`config.mk`:
```
export PLATFORM = sky130hd
export DESIGN_NAME = multicycle_ctrl
export DESIGN_NICKNAME = d
export VERILOG_FILES = /design/src/rtl/multicycle_ctrl.sv
export SDC_FILE = /design/constraint.sdc
export NUM_CORES = 1
export LEC_CHECK = 0
export CORE_MARGIN = 3
export CORE_UTILIZATION = 30
export DETAILED_ROUTE_END_ITERATION = 7
export PLACE_DENSITY = 0.67
export SLEW_MARGIN = 10
export SYNTH_ARGS = -nofsm -noshare
export SYNTH_HDL_FRONTEND = slang
export SYNTH_SLANG_ARGS = --single-unit
export TNS_END_PERCENT = 5
```
`constraint.sdc`:
```
create_clock -name clk -period 1.6 [get_ports clk]
set_input_delay 0.24 -clock clk [delete_from_list [all_inputs] [get_ports clk]]
set_output_delay 0.24 -clock clk [all_outputs]
set_load 0.01 [all_outputs]
```
`src/rtl/multicycle_ctrl.sv`:
```
// Sequencing FSM for the multicycle RV32I core: fetch/decode/execute/memory/writeback plus memory handshakes.
// Define ILLEGAL_HALT_EN to halt on illegal opcodes; otherwise they retire as NOPs.
module multicycle_ctrl #(
   parameter int unsigned INSTRET_W = 32
) (
   input  logic                 clk,
   input  logic                 rst,
   input  logic [6:0]           opcode,
   input  logic                 imem_ready,
   input  logic                 dmem_ready,
   output logic                 imem_req,
   output logic                 dmem_req,
   output logic                 dmem_we,
   output logic                 ir_we,
   output logic                 aluout_we,
   output logic                 rf_we,
   output logic                 wb_sel,
   output logic                 pc_we,
   output logic [4:0]           ALUControl,
   output logic                 illegal,
   output logic [INSTRET_W-1:0] instret
);

   localparam logic [6:0] OP_R   = 7'b0110011;
   localparam logic [6:0] OP_I   = 7'b0010011;
   localparam logic [6:0] OP_LW  = 7'b0000011;
   localparam logic [6:0] OP_SW  = 7'b0100011;
   localparam logic [6:0] OP_LUI = 7'b0110111;

   // Class bit positions within cls / ALUControl.
   localparam int unsigned C_R   = 0;
   localparam int unsigned C_I   = 1;
   localparam int unsigned C_LW  = 2;
   localparam int unsigned C_SW  = 3;
   localparam int unsigned C_LUI = 4;

`ifdef ILLEGAL_HALT_EN
   typedef enum logic [2:0] {IDLE, FETCH, DECODE, EXEC, MEM, WB, HALT} state_t;
`else
   typedef enum logic [2:0] {IDLE, FETCH, DECODE, EXEC, MEM, WB} state_t;
`endif

   state_t     state;
   state_t     next;
   logic [4:0] cls;
   logic [4:0] dec_cls;
   logic       dec_illegal;

   always_comb begin
      dec_cls = '0;
      case (opcode)
         OP_R:    dec_cls[C_R]   = 1'b1;
         OP_I:    dec_cls[C_I]   = 1'b1;
         OP_LW:   dec_cls[C_LW]  = 1'b1;
         OP_SW:   dec_cls[C_SW]  = 1'b1;
         OP_LUI:  dec_cls[C_LUI] = 1'b1;
         default: dec_cls = '0;
      endcase
      dec_illegal = (dec_cls == '0);
   end

   always_ff @(posedge clk) begin
      if (rst) state <= IDLE;
      else     state <= next;
   end

   always_ff @(posedge clk) begin
      if (rst)                  cls <= '0;
      else if (state == DECODE) cls <= dec_cls;
   end

   always_ff @(posedge clk) begin
      if (rst)              instret <= '0;
      else if (state == WB) instret <= instret + INSTRET_W'(1);
   end

`ifdef ILLEGAL_HALT_EN
   logic illegal_q;

   always_ff @(posedge clk) begin
      if (rst)                                 illegal_q <= 1'b0;
      else if (state == DECODE && dec_illegal) illegal_q <= 1'b1;
   end

   assign illegal = illegal_q;
`else
   assign illegal = 1'b0;
`endif

   always_comb begin
      next = state;
      case (state)
         IDLE:   next = FETCH;
         FETCH:  if (imem_ready) next = DECODE;
         DECODE: begin
            if (!dec_illegal) next = EXEC;
`ifdef ILLEGAL_HALT_EN
            else              next = HALT;
`else
            else              next = WB;
`endif
         end
         EXEC:   next = (cls[C_LW] || cls[C_SW]) ? MEM : WB;
         MEM:    if (dmem_ready) next = WB;
         WB:     next = FETCH;
`ifdef ILLEGAL_HALT_EN
         HALT:   next = HALT;
`endif
         default: next = IDLE;
      endcase
   end

   // ir_we follows imem_ready within FETCH so the IR loads in the cycle the data arrives.
   always_comb begin
      imem_req   = 1'b0;
      dmem_req   = 1'b0;
      dmem_we    = 1'b0;
      ir_we      = 1'b0;
      aluout_we  = 1'b0;
      rf_we      = 1'b0;
      wb_sel     = 1'b0;
      pc_we      = 1'b0;
      ALUControl = '0;
      case (state)
         FETCH: begin
            imem_req = 1'b1;
            ir_we    = imem_ready;
         end
         EXEC: begin
            ALUControl = cls;
            aluout_we  = 1'b1;
         end
         MEM: begin
            ALUControl = cls;
            dmem_req   = 1'b1;
            dmem_we    = cls[C_SW];
         end
         WB: begin
            ALUControl = cls;
            pc_we      = 1'b1;
            rf_we      = cls[C_R] | cls[C_I] | cls[C_LW] | cls[C_LUI];
            wb_sel     = cls[C_LW];
         end
         default: ;
      endcase
   end

endmodule
```
==> flow_metrics.tcl <==
set metrics [dict create \
    synth_async_sr_flop_share 0 \
    grt_setup_unrepaired "true" \
    placedCellCount 445 \
    die_y_um 89.5 \
    globalRouteOverflowTotal 0 \
    critPathCaptureType "output port" \
    ys_ff_latch 40 \
    full_die_area_um2 8010 \
    synth_warnings 0 \
    met3_wirelength_um 245 \
    totalPowerFinal_uw 2450 \
    yosys.area.top_type "sky130_fd_sc_hd__dfxtp_1" \
    route.detailed.wl_per_inst_um 13.2 \
    grt_first_pass_wirelength_mm 9.65 \
    maxCapViolations 0 \
    startpoint_type "flop" \
    maxSlewViolCount 0 \
    final_layout_size_suffix_gt1_frac 0.404 \
    worst_ir_drop_vdd_v 0.000569 \
    grt_antenna_before_repair 0 \
    via_count_of_the_first_global_routing_pass 2125 \
    cts-buffers-inserted 5 \
    port_buffers 55 \
    clk_root_buffer_cell "sky130_fd_sc_hd__clkbuf_8" \
    core_um2 6570 \
    netlist-cell-type-count 47 \
    fin_cells 454 \
    largest_stage_delay_worst_path_ns 0.38 \
    cpMaxStageDelayCell "sky130_fd_sc_hd__dfxtp_4" \
    global_route.usage.total 0.152 \
    design.portCount 57 \
    critical_path.cell_chain "or2b_1 > o21ai_1 > buf_4 > and2_4 > buf_6" \
    cts_tree "yes" \
    hold_path_startpoint "instret[31]" \
    number_of_enable_flip_flop_cells_after_synthesis 0 \
    ff_to_ff_start "state[1]" \
    syn-mean-instance-area_um2 8.50 \
    p_leak_uw 0.00139 \
    cts.path.max_buffers 2 \
    multi_input_area_um2 1370 \
    worstPathRequired_ns 1.36 \
    utilization 0.536 \
    worst_hold_path_type "flop to flop" \
    drt-initial-drc-count 56 \
    postRouteWirelength_mm 6.01 \
    syn2layout_area_growth_pct 68.2 \
    synth_area_um2 2090 \
    route.detailed.vias_per_inst 5.08 \
    violated_checks "setup timing" \
    synthTopCellsByArea "sky130_fd_sc_hd__dfxtp_1 (38%), sky130_fd_sc_hd__a21oi_1 (5.5%), sky130_fd_sc_hd__o31ai_1 (5.4%), sky130_fd_sc_hd__or4_1 (5.4%), sky130_fd_sc_hd__nor2_1 (4.5%)" \
    cts_sinks 40 \
    cts_hold_bufs 0 \
    period_needed_ns 1.66 \
    layout.area.seq_um2 821 \
    floorplan.die.width_um 89.5 \
    insertedDiodeCount 0 \
    path_clk_slew_ns 0.08 \
    power-per-cell-area_nw_per_um2 695 \
    drt-pass1-iter-count 4 \
    post-route-worst-setup-slack_ns -0.0615 \
    dp_hpwl_mm 4.45 \
    timing.critical_path.arrival_ns 1.42 \
    max_freq_ghz 0.602 \
    antenna_left 0 \
    vias 2306 \
    synthCells 246 \
    met2_wire_length_mm 3.18 \
    top_layer_used "met4" \
    timing.final.crit_share 1.04 \
    postSynth.topFlopCell "sky130_fd_sc_hd__dfxtp_1" \
    detail_route.drc_violations 0 \
    gpl.final_weighted_congestion 0.821 \
    skew_ns 0.00700 \
    area_share_of_the_leading_cell_type_in_the_synthesized_netlist 0.383 \
    report.final.hold_viol_count 0 \
    report.final.setup_viol 12 \
    maximum_number_of_pins_on_one_net_before_global_route_repair 14 \
    met1_length_mm 2.51 \
    htree_num_levels 2 \
    cp-startpoint "state[2]" \
    syn_nets 258 \
    critical_path_class "flop to output port" \
    std_cell_rows 29 \
    nFillCells 607 \
    part_of_the_yosys_area_used_for_sequential_elements 0.383 \
    critical_path_peak_fanout 7 \
    start_util 0.319 \
    finalNetCount 372 \
    run_status "finished with violations" \
    clk_latency_ns 0.30 \
]
[power by group]
part / leakage, uW / internal (uW) / total, uW / switching, uW
Sequential: 0.000328 / 1040 / 1090 / 45.0
Clock: 0.0000552 / 463 / 824 / 361
Combinational: 0.00101 / 290 / 535 / 245
Total: 0.00139 / 1790 / 2450 / 651
[state kept, by name, indices dropped and copies added (netlist names)]
register  flops
cls           5
instret      32
state         3
[cells in the final DEF (no fill, tap or decap), drive strengths merged, types with 5 or more instances in the layout]
cell and count:
o21ai 6, clkdlybuf4s50 39, nand4 13, nor2 25
or3 5, nand2 12, and4 5, buf 77
or4 16, clkbuf 7, xor2 7, and2 9
o31ai 15, nor3 6, nand3 9, dfxtp 40
a21oi 23
[worst paths after layout]
| kind | to | slack, ns | cells after the start |
|---|---|---|---|
| worst max-delay path | ALUControl[4] | -0.06 | 5 |
| worst min-delay path | instret[31] | 0.50 | 2 |
| worst max register to register | cls[1] | -0.05 | 5 |
| worst min register to register | instret[31] | 0.50 | 2 |
[synth_stat cells (all sizes together) (6+ instances only)]
master and n:
or4 16, nand2 12, xor2 7, buf 10, dfxtp 40, clkbuf 7, and2 9, nand4 13
a21oi 23, nor2 25, o31ai 15, nand3 9, o21ai 6, nor3 6
[routing by layer]
metal | up-vias | global-route usage
met5 | - | 0
met4 | 0 | 0.0487
met3 | 7 | 0.0332
met2 | 43 | 0.280
met1 | 1106 | 0.174
li1 | 1150 | -
[metrics by stage]
step / instance area, um2 / hold WS, ns / setup WS, ns / setup TNS (ns)
global placement: 3180 / 0.463 / -0.332 / -4.16
detailed placement: 3180 / 0.474 / -0.356 / -4.73
floorplan: 2100 / 0.407 / -0.110 / -0.862
finish: 3520 / 0.503 / -0.0615 / -0.452
global route: 3520 / 0.518 / -0.120 / -1.56
CTS: 3310 / 0.486 / -0.0776 / -0.820
[worst max-delay path: cells and delay by family, from the launching register on]
family	cells	cell delay (ns)
and+or+nand+nor	2	0.41
AOI/OAI and AO/OA	1	0.09
DFF	1	0.38
buffers and inverters	2	0.23
[kinds of logic (layout without fill, tap and decap cells)]
kind of cell,Yosys count,in the layout,synth area share
simple gates,118,118,0.339
buf+inv,21,136,0.0562
compound gates,53,53,0.161
flops,40,40,0.383
other cells,1,1,0.00179
xor+xnor,9,9,0.0377
mux,3,3,0.0155
fa+ha+maj,1,1,0.00598
[timing repair]
action / CTS / global route
gates cloned: 0 / 0
pin swaps: 6 / 20
resized for setup: 53 / 65
setup endpoints to repair: 39 / 40
buffers inserted: 0 / 1
[cell type report]
cell class / count / share of cell area
multi-input cells: 185 / 0.389
repair buffers: 124 / 0.309
flip-flops and latches: 40 / 0.233
well taps: 93 / 0.0331
clock buffers: 6 / 0.0206
clock inverters: 2 / 0.00996
inverters: 4 / 0.00427
(Power assumes the default switching activity.)
